## config.mk

```make
export PLATFORM = sky130hd
export DESIGN_NAME = pulse_seq_ctrl
export DESIGN_NICKNAME = d
export VERILOG_FILES = /design/src/rtl/pulse_seq_ctrl.sv
export SDC_FILE = /design/constraint.sdc
export NUM_CORES = 1
export LEC_CHECK = 0
export ABC_AREA = 0
export CAP_MARGIN = 20
export CORE_UTILIZATION = 62
export CTS_CLUSTER_DIAMETER = 50
export CTS_CLUSTER_SIZE = 28
export DETAILED_ROUTE_END_ITERATION = 16
export GPL_ROUTABILITY_DRIVEN = 0
export GPL_TIMING_DRIVEN = 0
export PLACE_DENSITY = 0.81
export REMOVE_ABC_BUFFERS = 1
export SKIP_LAST_GASP = 1
export SYNTH_ARGS = -nofsm -noshare
export SYNTH_HDL_FRONTEND = slang
export SYNTH_SLANG_ARGS = --single-unit
```

## constraint.sdc

```tcl
create_clock -name clk_i -period 3.97 [get_ports clk_i]
set_clock_uncertainty 0.2 [all_clocks]
set_input_delay 0.9925 -clock clk_i [delete_from_list [all_inputs] [get_ports clk_i]]
set_output_delay 0.9925 -clock clk_i [all_outputs]
set_load 0.02 [all_outputs]
```

## src/rtl/pulse_seq_ctrl.sv

```systemverilog
// pulse_seq_ctrl: table-driven pulse sequencer.
// Steps through up to NumSteps programmed (duration, channel pattern, last) entries on a
// run-time programmable prescaled time base and repeats the pass repeat_n_i times (0 = forever).
// Ports:
//   clk_i, rst_i        clock, synchronous active-high reset
//   cfg_we_i/addr/dur/  table write port, honoured only while idle
//   pat/last_i
//   prescale_i          tick period = prescale_i+1 cycles, sampled on start
//   repeat_n_i          number of passes (0 = infinite), sampled on start
//   start_i, stop_i     1-cycle start / abort requests
//   busy_o, done_o      running flag, 1-cycle completion pulse
//   ch_out_o            registered channel outputs (laser, MW, APD gate, trigger)
//   step_idx_o          active step index
//   tick_o              prescaler wrap strobe
module pulse_seq_ctrl #(
  parameter int unsigned NumSteps = 16,
  parameter int unsigned AddrW    = 4,
  parameter int unsigned DurW     = 16,
  parameter int unsigned ChW      = 4,
  parameter int unsigned PreW     = 11,
  parameter int unsigned RepW     = 16
) (
  input  logic             clk_i,
  input  logic             rst_i,
  input  logic             cfg_we_i,
  input  logic [AddrW-1:0] cfg_addr_i,
  input  logic [DurW-1:0]  cfg_dur_i,
  input  logic [ChW-1:0]   cfg_pat_i,
  input  logic             cfg_last_i,
  input  logic [PreW-1:0]  prescale_i,
  input  logic [RepW-1:0]  repeat_n_i,
  input  logic             start_i,
  input  logic             stop_i,
  output logic             busy_o,
  output logic             done_o,
  output logic [ChW-1:0]   ch_out_o,
  output logic [AddrW-1:0] step_idx_o,
  output logic             tick_o
);

  typedef enum logic [0:0] {StIdle, StRun} state_e;

  state_e           state_q, state_d;
  logic [PreW-1:0]  prescale_q, prescale_d;
  logic [PreW-1:0]  pre_cnt_q, pre_cnt_d;
  logic [RepW-1:0]  repeat_q, repeat_d;
  logic [RepW-1:0]  pass_q, pass_d;
  logic [DurW-1:0]  remain_q, remain_d;
  logic [AddrW-1:0] step_q, step_d;
  logic [ChW-1:0]   ch_q, ch_d;
  logic             done_q, done_d;
  logic             tick_q, tick_d;

  logic [DurW-1:0]  dur_q  [NumSteps];
  logic [ChW-1:0]   pat_q  [NumSteps];
  logic             last_q [NumSteps];

  logic [AddrW-1:0] next_step;
  logic             wrap;
  logic             pass_end;

  // A programmed duration of zero behaves as one tick.
  function automatic logic [DurW-1:0] eff_dur(input logic [DurW-1:0] d);
    return (d == '0) ? DurW'(1) : d;
  endfunction

  // Step table; writes are locked out while a sequence runs.
  always_ff @(posedge clk_i) begin
    if (rst_i) begin
      for (int i = 0; i < int'(NumSteps); i++) begin
        dur_q[i]  <= '0;
        pat_q[i]  <= '0;
        last_q[i] <= 1'b0;
      end
    end else if (cfg_we_i && (state_q == StIdle)) begin
      dur_q[cfg_addr_i]  <= cfg_dur_i;
      pat_q[cfg_addr_i]  <= cfg_pat_i;
      last_q[cfg_addr_i] <= cfg_last_i;
    end
  end

  assign next_step = step_q + AddrW'(1);
  assign wrap      = (pre_cnt_q == prescale_q);
  assign pass_end  = last_q[step_q] || (step_q == AddrW'(NumSteps - 1));

  always_comb begin
    state_d    = state_q;
    prescale_d = prescale_q;
    pre_cnt_d  = pre_cnt_q;
    repeat_d   = repeat_q;
    pass_d     = pass_q;
    remain_d   = remain_q;
    step_d     = step_q;
    ch_d       = ch_q;
    done_d     = 1'b0;
    tick_d     = 1'b0;

    unique case (state_q)
      StIdle: begin
        if (start_i && !stop_i) begin
          state_d    = StRun;
          prescale_d = prescale_i;
          repeat_d   = repeat_n_i;
          pass_d     = '0;
          pre_cnt_d  = '0;
          step_d     = '0;
          remain_d   = eff_dur(dur_q[0]);
          ch_d       = pat_q[0];
        end
      end
      StRun: begin
        if (stop_i) begin
          state_d   = StIdle;
          ch_d      = '0;
          step_d    = '0;
          pre_cnt_d = '0;
        end else begin
          pre_cnt_d = wrap ? '0 : pre_cnt_q + PreW'(1);
          if (wrap) begin
            if (remain_q > DurW'(1)) begin
              remain_d = remain_q - DurW'(1);
            end else if (!pass_end) begin
              step_d   = next_step;
              ch_d     = pat_q[next_step];
              remain_d = eff_dur(dur_q[next_step]);
            end else if ((repeat_q == '0) || (pass_q + RepW'(1) != repeat_q)) begin
              // Start another pass; the counter is frozen in infinite mode.
              if (repeat_q != '0) pass_d = pass_q + RepW'(1);
              step_d   = '0;
              ch_d     = pat_q[0];
              remain_d = eff_dur(dur_q[0]);
            end else begin
              state_d   = StIdle;
              ch_d      = '0;
              step_d    = '0;
              pre_cnt_d = '0;
              done_d    = 1'b1;
            end
          end
        end
      end
      default: state_d = StIdle;
    endcase

    // tick_o is high during the cycle whose closing edge wraps the prescaler.
    tick_d = (state_d == StRun) && (pre_cnt_d == prescale_d);
  end

  always_ff @(posedge clk_i) begin
    if (rst_i) begin
      state_q    <= StIdle;
      prescale_q <= '0;
      pre_cnt_q  <= '0;
      repeat_q   <= '0;
      pass_q     <= '0;
      remain_q   <= '0;
      step_q     <= '0;
      ch_q       <= '0;
      done_q     <= 1'b0;
      tick_q     <= 1'b0;
    end else begin
      state_q    <= state_d;
      prescale_q <= prescale_d;
      pre_cnt_q  <= pre_cnt_d;
      repeat_q   <= repeat_d;
      pass_q     <= pass_d;
      remain_q   <= remain_d;
      step_q     <= step_d;
      ch_q       <= ch_d;
      done_q     <= done_d;
      tick_q     <= tick_d;
    end
  end

  assign busy_o     = (state_q == StRun);
  assign done_o     = done_q;
  assign ch_out_o   = ch_q;
  assign step_idx_o = step_q;
  assign tick_o     = tick_q;

endmodule

```

# --- Word-level counts from Yosys, hierarchy flattened ---
# Memory sizes are Yosys's and may differ from the RTL's. A register that Yosys moved wholly into a read port is not among the register bits.
# Cells that the tools add are included.
totals:
  n_memories: 3
  ramBits: 336
  out_inout_bits: 11
  ff_bits: 81
mem_list:
  columns: ["memory", "depth", "word_bits", "read_ports", "rd_clocked_by_memory_dff", "write_ports", "line_no", "rtl"]
  rows:
  - ["dur_q", 16, 16, 2, 0, 16, "54", "logic [DurW-1:0] dur_q [NumSteps];"]
  - ["pat_q", 16, 4, 2, 0, 16, "55", "logic [ChW-1:0] pat_q [NumSteps];"]
  - ["last_q", 16, 1, 1, 1, 16, "56", "logic last_q [NumSteps];"]
classes:
  bitwise: 3
  addsub: 4
  n_mux: 64
  eq_ne: 14
  reduce_logical: 18
  magnitude_cmp: 1
ops:
  columns: ["cell", "count"]
  rows:
  - ["$mux W16", 16]
  - ["$mux W11", 9]
  - ["$mux W4", 17]
  - ["$pmux W16 S2", 2]
  - ["$logic_not A16 Y1", 3]
  - ["$eq A11 B11 Y1", 2]
  - ["$pmux W11 S2", 1]
  - ["$add A16 B1 Y16 const B", 1]
  - ["$gt A16 B1 Y1 const B", 1]
  - ["$mux W1", 16]
  - ["$ne A16 B16 Y1", 1]
  - ["$pmux W4 S2", 2]
  - ["$reduce_bool A16 Y1", 1]
  - ["$reduce_or A16 Y1", 1]
  - ["$sub A16 B1 Y16 const B", 1]
  - ["$add A11 B1 Y11 const B", 1]
  - ["$ne A2 B1 Y1 const B", 5]
  - ["$reduce_and A7 Y1", 1]
  - ["$reduce_or A6 Y1", 1]
  - ["$add A4 B1 Y4 const B", 1]
  - ["$eq A4 B4 Y1 const B", 1]
  - ["$ne A2 B2 Y1 const B", 2]
  - ["$ne A4 B2 Y1 const B", 1]
  - ["$reduce_and A4 Y1", 1]
  - ["other kinds (11)", 16]

# --- Logic depth before layout (Yosys ltp) ---
depth:
  depth_word: 11
  depth_mapped: 12
  ltp_nobuf: 10

# --- Worst setup path after synthesis ---
# OpenSTA, ideal clock, no wires.
synth_path:
  kind: "input-to-reg"
  start: "input port rst_i"
  end: "memory dur_q[10][0] (enable)"
  arrival_ns: 3.080
  stages: 4
  required_time_ns: 3.342
  setup_slack_ns: 0.261
  cell_sequence: "inv_1 -> clkbuf_1 -> nand4_1 -> o21ai_0"
synth_lines:
  columns: ["item", "line_no", "rtl"]
  rows:
  - ["from (decl)", "24", "input logic rst_i,"]
  - ["to (decl)", "54", null]

# --- Worst setup path after layout ---
layout_path:
  start: "register step_q[0] (netlist: step_idx_o[0])"
  end: "register remain_q[0]"
layout_via:
  elab_chain_len: 9
  elab_cells_between_ends: 13
  classes_between: "add/sub: 1; eq/ne: 2; mux: 6; reduce/logical: 3; memory: 1"
layout_rtl:
  columns: ["item", "line_no", "rtl"]
  rows:
  - ["from (decl)", "49", "logic [AddrW-1:0] step_q, step_d;"]
  - ["from (signal assigned)", "168", "step_q <= step_d;"]
  - ["$add A4 B1 Y4", "82", "assign next_step = step_q + AddrW'(1);"]
  - ["$mem_v2 Z16 W16", null, null]
  - ["$logic_not A16 Y1", "64", "return (d == '0) ? DurW'(1) : d;"]
  - ["$mux W16", "64", null]
  - ["$mux W16", "122", "end else if (!pass_end) begin"]
  - ["$mux W16", "120", "if (remain_q > DurW'(1)) begin"]
  - ["$mux W16", "119", "if (wrap) begin"]
  - ["$mux W16", "112", "if (stop_i) begin"]
  - ["$pmux W16 S2", "98", "unique case (state_q)"]
  - ["to (signal assigned)", "167", "remain_q <= remain_d;"]
  - ["to (decl)", "48", "logic [DurW-1:0] remain_q, remain_d;"]
# Several ways; a longest one is shown, not always the timed one. The select of a mux whose other input is x is not followed.
# A chain may end at the register's enable or synchronous reset.

==> flow_summary_export.csv <==
group,metric,value,unit
run_status,status,"complete, no violations",
detailed_routing,drtAntennaViolNets,0,
yosys,synthAdderAreaFrac,0.3055,%
yosys,ys_seq_elements,421,
die,initial_utilization,62.94,%
die,die_area,33760,µm²
sta,max_freq,0.2577,GHz
cts,cts.sinks,421,
pwr,seqPwrFrac,51.4,%
detailed_routing,drc,0,
sta,slew_headroom,33.61,%
cts,root_buffer,"clkbuf_16",
detailed_routing,vias_per_cell,6.434,
cts,clkSlewWorstSetupHoldPaths,80,ps
yosys,synth_cell_types,81,
yosys,ys.flop_type,"edfxtp_1",
global_route,antenna_found_initial,0,
pwr,p_sw_share,25.46,%
global_route,grt_start_max_net_pins,44,
die,rows,66,
place,io_buffer_count,67,
cells_and_area,utilization,72.06,%
detailed_routing,drtIter0Drc,1505,
hold_path,hp-class,"register to register",
critical_path,end_kind,"register",
global_route,grt_overflow,0,
yosys,syn_area,20480,µm²
detailed_routing,avgRoutedWirePerCell,24.60,µm
place,dpl_cell_area,22000,µm²
global_route,grt_pass1_vias,13928,
critical_path,crit_arrival,4120,ps
cts,cts_tree,"done",
die,core,32540,µm²
pwr,netSwitchingPower,0.002474,W
detailed_routing,dr_wl_met3,5533,µm
cells_and_area,nFillCells,2166,
pwr,max-vdd-ir-drop,0.3263,mV
yosys,yosysTopAreaCell,"edfxtp_1",
yosys,async_reset_ff_share,0,%
yosys,synthCells,1673,
yosys,muxShareOfSynthArea,10.43,%
yosys,synth-compound-area-share,7.228,%
yosys,synth_top_family_by_area,"simple AND/OR/NAND/NOR gates",
sta,hold_viol_final,0,
cts,clock_latency,560,ps
pwr,power_frac_comb,8.1,%
sta,rsz0062_at_grt,"yes",
yosys,yosysWarnings,0,
cts,cts_max_level,2,
yosys,yosys-top-cells-count,"and2_1, edfxtp_1, nand2_1",
critical_path,worst_path_max_delay_cell,"dfxtp_4",
sta,setup_viol,0,
yosys,ys_seq_area_share,57.58,%
yosys,synth-edff-count,336,
detailed_routing,m1WireLength,20550,µm
pwr,leakage,8.224,nW
global_route,grt_usage,32.40,%
cells_and_area,diodes,0,
cells_and_area,nets,1763,
detailed_routing,wl_met2,25470,µm
pwr,power.density,414.6,nW/µm²
critical_path,cpPeakStageDelay,650,ps
run,drv_cap,0,
yosys,postSynthAreaPerCell,12.24,µm²
critical_path,worstPathMaxFanout,22,
detailed_routing,drt_pass1_iterations,5,
cts,holdBufCountCts,0,
pwr,p_int,0.007245,W
yosys,synth_top_cell_area_share,49.27,%
detailed_routing,totalWireLength,53430,µm
detailed_routing,routed.top_layer,"met4",
cts,cts_buffers,39,
sta,max_slew.worst_pin.slew,992.1,ps
sta,drv_slew,0,
cells_and_area,drive_gt1_share,14.39,%
yosys,synthXorXnorAreaFrac,2.395,%
die,dieHeight,183.7,µm
detailed_routing,vias,13975,
sta,fin_crit,3880,ps
critical_path,start_kind,"register",
yosys,yosysMostFrequentCell,"and2_1",
die,ios,68,
pwr,clockPowerShare,40.5,%
yosys,ys_top_cells_by_area,"edfxtp_1, and2_1, dfxtp_1",
cells_and_area,final_area,23450,µm²
critical_path,crit_type,"register to register",
critical_path,cp_data_required_time,4210,ps
place,dp_hpwl,34470,µm
die,die_w,183.7,µm
global_route,grt_pass1_wl,80970,µm
cells_and_area,syn_to_final_growth,14.49,%
critical_path,critical_path.cell_chain,"ha_4 -> xor2_4 -> buf_12 -> buf_16 -> mux4_2 -> mux2i_1 -> a21boi_0 -> nand4_1 -> o21ai_0 -> nand3_1 -> o41ai_1",
sta,finalCritPeriodShare,97.73,%
yosys,synth-simple-area-share,19.26,%
cts,cts_max_path_buffers,3,
==> sequential cells by signal, indices dropped and copies added (netlist names), 4 cells and up, named ones only <==
name,flops
remain_q,16
step_idx_o,4
pat_q,64
prescale_q,11
ch_out_o,4
pass_q,16
pre_cnt_q,11
last_q,16
repeat_q,16
dur_q,256
==> routing by layer <==
metal	global-route usage [%]	vias up
met3	5.685	141
li1	-	6157
met1	43.31	6835
met5	0	-
met4	13.93	0
met2	52.48	842
==> what timing repair did <==
| item | 4_1_cts | 5_1_grt |
|---|---|---|
| gates cloned | 1 | 0 |
| gates resized for setup | 4 | 7 |
| buffers inserted | 1 | 0 |
| setup endpoints to repair | 212 | 70 |
==> cell families after synthesis <==
kind of cell,Yosys count
buffers and inverters,132
DFF,421
adders and majority gates,5
AOI/OAI and AO/OA,221
and+or+nand+nor,711
muxes,127
xor gates and xnor gates,56
==> layout by cell type (no fill, tap or decap), types with 15 or more instances in the layout <==
cell type,n
o21ai_0,27
nor3_1,19
buf_8,15
clkbuf_16,39
dfxtp_1,84
clkdlybuf4s50_1,66
xnor2_1,34
a32oi_1,15
nor4_1,15
edfxtp_1,336
xor2_1,18
a21oi_1,70
nor2_1,82
nand2_1,122
mux2i_1,51
and2_1,345
mux4_2,67
nand3_1,27
==> stage by stage <==
stage	std cells	setup TNS, ps	setup slack (ps)	hold WS [ps]	total power, W
5_1_grt	2172	-47.35	-47.35	321.1	0.009949
2_1_floorplan	1554	-79530	-4423	248.1	0.005507
3_5_place_dp	2100	-252030	-1264	279.0	0.005859
6_report	2172	0	90.18	293.9	0.009720
4_1_cts	2172	0	111.6	290.6	0.009708
3_3_place_gp	2063	-2432640	-7819	268.2	0.005805
==> path summary, 6_finish.rpt <==
path	to	start	slack (ps)	cells past startpoint
max reg2reg	remain_q[0]	step_idx_o[0]	90	11
min reg2reg	repeat_q[11]	repeat_q[11]	290	2
max	remain_q[0]	step_idx_o[0]	90	11
min	repeat_q[11]	repeat_q[11]	290	2
==> power by group through the flow <==
stage	Sequential (W)	Clock [W]	Combinational, W
finish	0.00500	0.00393	0.000789
global route	0.00501	0.00409	0.000845
CTS	0.00500	0.00394	0.000773
global placement	0.00510	0	0.000707
detailed placement	0.00510	0	0.000763
floorplan	0.00507	0	0.000433
==> final cells by class <==
type	instances	area, µm²	share of cell area (%)
flip-flops and latches	421	11800	50.31
well taps	442	553.0	2.359
clock inverters	30	375.4	1.601
clock buffers	40	989.7	4.221
repair buffers	105	1290	5.502
multi-input cells	1120	8384	35.76
repair inverters	1	5.005	0.02135
inverters	13	52.55	0.2241
==> critical path, delay by kind of cell, from the launching register on <==
| kind | cells | cell delay, ps |
|---|---|---|
| buffers and inverters | 2 | 440 |
| AND/OR/NAND/NOR | 2 | 310 |
| AO/OA/AOI/OAI | 3 | 720 |
| XOR/XNOR | 1 | 350 |
| flip-flops | 1 | 650 |
| multiplexers | 2 | 780 |
| adder cells (fa/ha/maj) | 1 | 280 |
Power figures use the tool's default switching activity.
